## src/rtl/aoc_uart_pkg.sv

```systemverilog
// Shared definitions for the result UART: ASCII constants, nibble-to-hex
// conversion, baud divisor calculation and the FSM state encoding.
package aoc_uart_pkg;

    localparam logic [7:0] CHAR_CR = 8'h0D;
    localparam logic [7:0] CHAR_LF = 8'h0A;

    typedef enum logic [2:0] {
        ST_IDLE,
        ST_LOAD,
        ST_START,
        ST_DATA,
        ST_STOP,
        ST_DONE
    } uart_state_t;

    // Uppercase hex digit: 0-9 -> '0'..'9', A-F -> 'A'..'F'.
    function automatic logic [7:0] hex_to_ascii(input logic [3:0] nib);
        return (nib < 4'd10) ? (8'h30 + {4'h0, nib}) : (8'h37 + {4'h0, nib});
    endfunction

    function automatic int baud_div(input int clk_hz, input int baud);
        return (clk_hz + baud / 2) / baud;
    endfunction

endpackage

```

## src/rtl/uart_tx_byte.sv

```systemverilog
// 8N1 byte serializer. A byte is accepted on valid & ready; tx falls on the
// accepting edge and every bit lasts exactly BAUD_DIV clock cycles.
module uart_tx_byte
    import aoc_uart_pkg::*;
#(
    parameter int BAUD_DIV = 16
) (
    input  logic       clk,
    input  logic       rst,
    input  logic       valid,
    input  logic [7:0] data,
    output logic       ready,
    output logic       tx
);

    localparam int              CNT_W    = (BAUD_DIV > 1) ? $clog2(BAUD_DIV) : 1;
    localparam logic [CNT_W-1:0] CNT_LAST = CNT_W'(BAUD_DIV - 1);

    uart_state_t      state;
    logic [CNT_W-1:0] baud_cnt;
    logic [2:0]       bit_cnt;
    logic [7:0]       shift;
    logic             bit_end;

    assign bit_end = (baud_cnt == CNT_LAST);

    // NOTE: every register here is updated with <= so each branch reads the
    // values from before the clock edge, regardless of statement order.
    always_ff @(posedge clk or posedge rst) begin
        if (rst) begin
            state    <= ST_IDLE;
            ready    <= 1'b1;
            tx       <= 1'b1;
            baud_cnt <= '0;
            bit_cnt  <= '0;
            shift    <= '0;
        end else begin
            case (state)
                ST_IDLE: begin
                    if (valid) begin
                        shift    <= data;
                        tx       <= 1'b0;
                        ready    <= 1'b0;
                        baud_cnt <= '0;
                        state    <= ST_START;
                    end
                end
                ST_START: begin
                    if (bit_end) begin
                        baud_cnt <= '0;
                        bit_cnt  <= '0;
                        tx       <= shift[0];
                        state    <= ST_DATA;
                    end else begin
                        baud_cnt <= baud_cnt + 1'b1;
                    end
                end
                ST_DATA: begin
                    if (bit_end) begin
                        baud_cnt <= '0;
                        if (bit_cnt == 3'd7) begin
                            tx    <= 1'b1;
                            state <= ST_STOP;
                        end else begin
                            bit_cnt <= bit_cnt + 1'b1;
                            shift   <= shift >> 1;
                            tx      <= shift[1];
                        end
                    end else begin
                        baud_cnt <= baud_cnt + 1'b1;
                    end
                end
                ST_STOP: begin
                    if (bit_end) begin
                        baud_cnt <= '0;
                        ready    <= 1'b1;
                        state    <= ST_IDLE;
                    end else begin
                        baud_cnt <= baud_cnt + 1'b1;
                    end
                end
                default: state <= ST_IDLE;
            endcase
        end
    end

endmodule

```

## src/rtl/result_uart_tx.sv

```systemverilog
// Sends total_sum as uppercase ASCII hex (MSB nibble first) followed by CR LF
// over an 8N1 UART line, once per rising edge of done.
module result_uart_tx
    import aoc_uart_pkg::*;
#(
    parameter int CLK_FREQ_HZ = 250000000,
    parameter int BAUD        = 115200,
    parameter int SUM_WIDTH   = 64
) (
    input  logic                 clk,
    input  logic                 rst,
    input  logic [SUM_WIDTH-1:0] total_sum,
    input  logic                 done,
    output logic                 tx,
    output logic                 busy,
    output logic                 sent
);

    localparam int BAUD_DIV = baud_div(CLK_FREQ_HZ, BAUD);
    localparam int NDIG     = SUM_WIDTH / 4;
    localparam int NCHAR    = NDIG + 2;
    localparam int IDX_W    = $clog2(NCHAR);

    localparam logic [IDX_W-1:0] IDX_CR   = IDX_W'(NDIG);
    localparam logic [IDX_W-1:0] IDX_LAST = IDX_W'(NCHAR - 1);

    if (BAUD_DIV < 2) begin : g_bad_baud
        $error("result_uart_tx: BAUD_DIV must be at least 2");
    end
    if (SUM_WIDTH % 4 != 0) begin : g_bad_width
        $error("result_uart_tx: SUM_WIDTH must be a multiple of 4");
    end

    uart_state_t          state;
    logic                 done_q;
    logic                 start;
    logic [SUM_WIDTH-1:0] sum_sr;
    logic [IDX_W-1:0]     char_idx;
    logic [7:0]           byte_data;
    logic                 byte_valid;
    logic                 byte_ready;

    assign start = done & ~done_q;

    // The next byte is offered as soon as the previous one is accepted, so the
    // serializer picks it up on the cycle right after its stop bit ends.
    always_ff @(posedge clk or posedge rst) begin
        if (rst) begin
            state      <= ST_IDLE;
            done_q     <= 1'b0;
            sum_sr     <= '0;
            char_idx   <= '0;
            byte_data  <= '0;
            byte_valid <= 1'b0;
            busy       <= 1'b0;
            sent       <= 1'b0;
        end else begin
            done_q <= done;
            sent   <= 1'b0;
            case (state)
                ST_IDLE: begin
                    if (start) begin
                        sum_sr   <= total_sum;
                        char_idx <= '0;
                        busy     <= 1'b1;
                        state    <= ST_LOAD;
                    end
                end
                ST_LOAD: begin
                    if (char_idx < IDX_CR) begin
                        byte_data <= hex_to_ascii(sum_sr[SUM_WIDTH-1 -: 4]);
                        sum_sr    <= sum_sr << 4;
                    end else if (char_idx == IDX_CR) begin
                        byte_data <= CHAR_CR;
                    end else begin
                        byte_data <= CHAR_LF;
                    end
                    byte_valid <= 1'b1;
                    state      <= ST_START;
                end
                ST_START: begin
                    if (byte_ready) begin
                        byte_valid <= 1'b0;
                        char_idx   <= char_idx + 1'b1;
                        state      <= (char_idx == IDX_LAST) ? ST_STOP : ST_LOAD;
                    end
                end
                ST_STOP: begin
                    // Serializer ready again means the final stop bit has ended.
                    if (byte_ready) begin
                        sent  <= 1'b1;
                        busy  <= 1'b0;
                        state <= ST_DONE;
                    end
                end
                ST_DONE: state <= ST_IDLE;
                default: state <= ST_IDLE;
            endcase
        end
    end

    uart_tx_byte #(
        .BAUD_DIV(BAUD_DIV)
    ) u_tx_byte (
        .clk  (clk),
        .rst  (rst),
        .valid(byte_valid),
        .data (byte_data),
        .ready(byte_ready),
        .tx   (tx)
    );

endmodule

```

## config.mk

```make
export PLATFORM = sky130hd
export DESIGN_NAME = result_uart_tx
export DESIGN_NICKNAME = d
export VERILOG_FILES = /design/src/rtl/aoc_uart_pkg.sv /design/src/rtl/uart_tx_byte.sv /design/src/rtl/result_uart_tx.sv
export SDC_FILE = /design/constraint.sdc
export NUM_CORES = 1
export LEC_CHECK = 0
export CORE_MARGIN = 5
export CORE_UTILIZATION = 55
export DETAILED_ROUTE_END_ITERATION = 10
export MAX_ROUTING_LAYER = met4
export PLACE_DENSITY = 0.8
export SLEW_MARGIN = 20
export SYNTH_ARGS = -nofsm -noshare
export SYNTH_HDL_FRONTEND = slang
export SYNTH_SLANG_ARGS = --single-unit
```

## constraint.sdc

```tcl
create_clock -name clk -period 8.2 [get_ports clk]
set_input_delay 0.82 -clock clk [delete_from_list [all_inputs] [get_ports clk]]
set_output_delay 0.82 -clock clk [all_outputs]
set_load 0.01 [all_outputs]
```

---- Word-level counts from Yosys, hierarchy flattened ----
Cells that the tools add are included.
word-level totals
  register bits ........................... 112
  input port bits ......................... 67
  output and inout port bits .............. 3
  logic and storage cells ................. 109
cells by class
  add/sub/neg operators ................... 5
  order comparisons ....................... 2
  eq/ne operators ......................... 20
  multiplexer cells ....................... 43
  bitwise operators ....................... 2
  reductions and logical operators ........ 23
operators with widths
  cell                     number
  $mux W64                 2
  $pmux W64 S2             1
  $mux W3                  12
  $mux W12                 2
  $mux W8                  3
  $pmux W12 S2             1
  $pmux W3 S4              2
  $pmux W8 S2              1
  $reduce_bool A2 Y1       8
  $reduce_and A3 Y1        5
  $add A6 B4 Y7 const A    2
  $mux W7                  2
  $add A12 B1 Y12 const B  1
  $eq A12 B12 Y1 const B   1
  $ne A2 B1 Y1 const B     6
  $reduce_and A4 Y1        3
  $eq A5 B5 Y1 const B     2
  $mux W5                  2
  $pmux W5 S2              1
  $eq A3 B2 Y1 const B     3
  $eq A3 B3 Y1 const B     3
  $mux W1                  9
  $ne A2 B2 Y1 const B     4
  $logic_not A3 Y1         2
  14 further kinds         17

---- Depth between registers and ports, before layout ----
  word-level depth ........................ 4
  depth in mapped cells ................... 8
  gate-level depth less buffers ........... 6

---- Cells and area by module ----
Synthesis repeated with hierarchy kept, for this count alone.
unflattened totals
  cell total of the unflattened synthesis .. 462
  area, all modules ....................... 5672.9 um^2
modules (own cells, without submodules)
  module          times used  cells each  area each (um^2)  seq. area each (um^2)
  result_uart_tx  1           308         4150.2            2077.0
  uart_tx_byte    1           154         1522.7            703.2

---- Worst setup path after synthesis ----
Ideal clock, no wire load.
  kind .................................... in2reg
  start point ............................. input done
  end point ............................... register sum_sr[63]
  arrival time ............................ 1.854 ns
  data required time ...................... 8.117 ns
  path slack .............................. 6.264 ns
  stages on the path ...................... 6
  path buffers ............................ 2
  path through ............................ nor3b_1 -> a21oi_1 -> clkbuf_1 -> buf_2 -> nand2_1 -> o21ai_0
on the way
  longest elaborated chain between the ends .. 3
RTL lines
  item                         line                  RTL
  start, declared              result_uart_tx.sv:13  input logic done,
  $and A1 B1 Y1                result_uart_tx.sv:43  assign start = done & ~done_q;
  $ne A2 B2 Y1 (no line)       --
  $reduce_and A3 Y1 (no line)  --
  end signal, assigned         result_uart_tx.sv:63  sum_sr <= total_sum;
  end signal, assigned         result_uart_tx.sv:72  sum_sr <= sum_sr << 4;
  end, declared                result_uart_tx.sv:37  logic [SUM_WIDTH-1:0] sum_sr;
Every way passes these cells.
A chain may end at the register's enable or synchronous reset.

---- Worst setup path in the final report ----
  start point ............................. input done
  end point ............................... register sum_sr[16]
The elaborated chain is that of the path after synthesis.

==> reports/qor.txt <==
max-cap violation count -> 0
Root Driver -> clkbuf_8
Worst Path Max Fanout -> 124
worst slack, placed -> 5.40 ns
synth-to-layout area growth -> 18.1%
met3 capacity usage during global routing -> 5.19%
CTS max path bufs -> 2
Ys Warns -> 0
Final Hold Slack -> 0.491 ns
status -> complete, no violations
Placer Congestion -> 0.852
LEAKAGE -> 2.72 nW
setup TNS -> 0 ns
fin crit period -> 2.39 ns
HP Class -> reg2reg
endpoints failing setup -> 0
post-DP HPWL -> 7540 um
Reg2Reg Depth -> 4
Num Clock Sinks -> 110
Final WS setup -> 5.81 ns
Seq cells post-synth -> 110
Top delay family on crit path -> buffers and inverters
Ports -> 70
cell area power density -> 147 nW/um^2
Worst setup EP type -> register
Iter 0 DRT Violations -> 252
crit path buf inv count -> 2
slew margin rel. -> 35.0%
H-tree Lvls -> 3
Hold Vio Cnt, Final -> 0
post-layout util -> 67.3%
critical path arrival -> 2.61 ns
Critical Path Start -> done
slowest CP cell -> buf_4
Hold Path Sink -> sum_sr[58]
worst vdd ir -> 0.0717 mV
r2r setup slk -> 5.95 ns
Worst-Margin Slew -> 0.975 ns
met1 Use GR -> 24.6%
CTS Hold Bufs -> 0
Placed Cells -> 693
sequential area share after synthesis -> 51.8%
Final Skew -> 0.0165 ns
Core Region -> 9330 um^2
Async SR Flop Fraction -> 100%
critical path class -> in2reg
Synth cell types -> 52
drt pass-1 iters -> 5
CP Depth -> 5
vias post-DR -> 3965
largest net degree at the start of global routing -> 125
Rows -> 35
filler cell count in the final layout -> 728
drt total wl -> 10700 um
Mapped Cells -> 522
die width -> 108 um
# DRC -> 0
CP Data Required Time -> 8.42 ns
Post-CTS Setup Bufs -> 0
initial antenna violation count -> 0
RSZ-0062 raised after global routing -> no
hold path start -> sum_sr[58]
top_reg_cell synth -> dfrtp_1
worst reg2reg startpoint -> u_tx_byte.state[0]
Antenna Diode Count -> 0
final period utilization -> 29.2%
TritonCTS Buffers -> 9
Syn Std Cell Area -> 5320 um^2
Worst Hold Path Cells -> 2
total congestion overflow -> 0
Final #Nets -> 650
syn_nets -> 597
Setup crit start kind -> input pin
Max Slew Vio Count -> 0
global routing's busiest layer -> met2
Clock Latency Late Sink -> 0.39 ns
fmax -> 0.418 GHz
FF-to-FF End -> u_tx_byte.baud_cnt[5]
fraction of layout cells with a size suffix above 1 -> 7.07%
CTS tree -> yes
first-pass GRT wire length -> 18300 um
post-CTS resize count -> 0
Die Area -> 11700 um^2
CP max stage delay -> 0.75 ns
Via density -> 5.59
GRT met2 Usage -> 33.3%
Port Buffer Count -> 69
GRT Util Overall -> 20.1%
Final Instance Count excl. Fillers -> 709
vias in the first global route -> 4055
Die Ht -> 108 um
initial core utilization -> 57.0%
ANT nets after route -> 0
clock-pin transition on the worst setup and hold timing paths -> 0.10 ns
Avg Cell Area, Syn -> 10.2 um^2
crit-path cells -> clkdlybuf4s50_1 -> nor3b_1 -> a21oi_4 -> buf_4 -> o21ai_0
wire per inst -> 15.1 um
number of flops mapped to enable cells by yosys -> 0
sequential cells by signal, summed over array words and instances, names as in the netlist, 3 cells and up:
signal	cells
byte_data	7
char_idx	5
state	3
sum_sr	64
u_tx_byte.baud_cnt	12
u_tx_byte.bit_cnt	3
u_tx_byte.shift	7
u_tx_byte.state	3
routing by layer:
metal  up-vias  part of all wire [%]
li1       1935                     -
met1      1938                    43
met2        81                    50
met3        11                   4.9
met4         0                   1.6
met5         -                     0
cells in the final DEF (no fill, tap or decap), types with 3 or more instances in the layout:
cell type / netlist / final
nand4_1: 6 / 6
nand3b_1: 4 / 4
ha_1: 8 / 8
dfrtp_1: 108 / 108
buf_4: 2 / 3
mux2_2: 11 / 11
o21ai_0: 75 / 75
nand3_1: 17 / 17
a21o_1: 4 / 4
o31ai_1: 8 / 8
inv_1: 10 / 9
clkdlybuf4s50_1: 0 / 69
and3_1: 4 / 4
a21oi_1: 9 / 8
nand2_1: 95 / 95
nor3_1: 3 / 3
nor2_1: 13 / 12
o211ai_1: 5 / 5
xnor2_1: 3 / 3
mux2i_1: 61 / 61
xor2_1: 4 / 4
clkbuf_8: 0 / 10
nand2b_1: 3 / 3
nor4b_1: 3 / 3
synthesized netlist by cell type (all sizes together), types with 2 or more instances:
cell type | instances | share of area [%]
nor4 | 2 | 0.24
xnor2 | 3 | 0.49
nand4 | 6 | 0.71
and3 | 4 | 0.47
o21a | 2 | 0.28
mux2 | 11 | 2.3
dfstp | 2 | 0.99
clkbuf | 14 | 0.99
o22ai | 2 | 0.24
or2 | 3 | 0.35
ha | 8 | 1.9
nor3 | 3 | 0.28
inv | 10 | 0.71
a21oi | 9 | 0.85
dfrtp | 108 | 51
a21o | 4 | 0.56
nor2b | 2 | 0.24
o211ai | 5 | 0.71
buf | 16 | 1.6
xor2 | 4 | 0.66
a211o | 2 | 0.33
nor2 | 13 | 0.92
or4 | 2 | 0.28
or3 | 2 | 0.24
mux2i | 61 | 11
a22o | 2 | 0.33
nor4b | 3 | 0.49
nand2 | 95 | 6.7
nor3b | 2 | 0.38
o21ai | 75 | 7.1
o31ai | 9 | 1.5
nand3b | 4 | 0.56
nand2b | 3 | 0.35
nand3 | 17 | 1.6
through the flow:
| step | total power, mW | cell area [um^2] |
|---|---|---|
| finish | 0.921 | 6280 |
| global route | 0.951 | 6280 |
| CTS | 0.934 | 6280 |
| detailed placement | 0.607 | 6070 |
| global placement | 0.606 | 6070 |
| floorplan | 0.569 | 5320 |
cells by family (layout without fill, tap and decap cells):
logic type / Yosys count / count (layout) / share of synthesized area (%)
XOR/XNOR: 7 / 7 / 1.15
adder cells (fa/ha/maj): 8 / 8 / 1.88
AND/OR/NAND/NOR: 167 / 167 / 14.9
flip-flops: 110 / 110 / 51.8
AO/OA/AOI/OAI: 118 / 118 / 13.1
buffers and inverters: 40 / 98 / 3.29
multiplexers: 72 / 72 / 13.8
worst register-to-register path: stages (launching register included):
cell and delay [ns]:
dfrtp_1 0.59, nor2_1 0.17, a21oi_1 0.80, or2_0 0.39, o21ai_0 0.17
cell type report:
cell class              instances  area [um^2]  area share, %
clock inverters                 6         63.8           1.02
inverters                      10         40.0          0.638
clock buffers                  10          138           2.19
multi-input cells             372         2400           38.3
flip-flops and latches        110         2760           43.9
repair buffers                 72          713           11.4
well taps                     129          161           2.57
worst max path at each step:
| stage | endpoint | slack (ns) |
|---|---|---|
| after floorplan | busy | 4.48 |
| after global placement | sum_sr[7] | 5.46 |
| after detailed placement | sum_sr[16] | 5.40 |
| after CTS | sum_sr[16] | 5.83 |
| after global routing | sum_sr[32] | 5.61 |
| final | sum_sr[16] | 5.81 |
power breakdown:
group          total [mW]  switching [mW]  internal [mW]  leakage (nW)
sequential          0.542       0.0000764          0.542          1.44
combinational      0.0525          0.0198         0.0327          1.19
clock               0.326           0.198          0.128         0.100
total               0.921           0.218          0.703          2.72
Note: power is estimated with default switching activity, not from simulation.
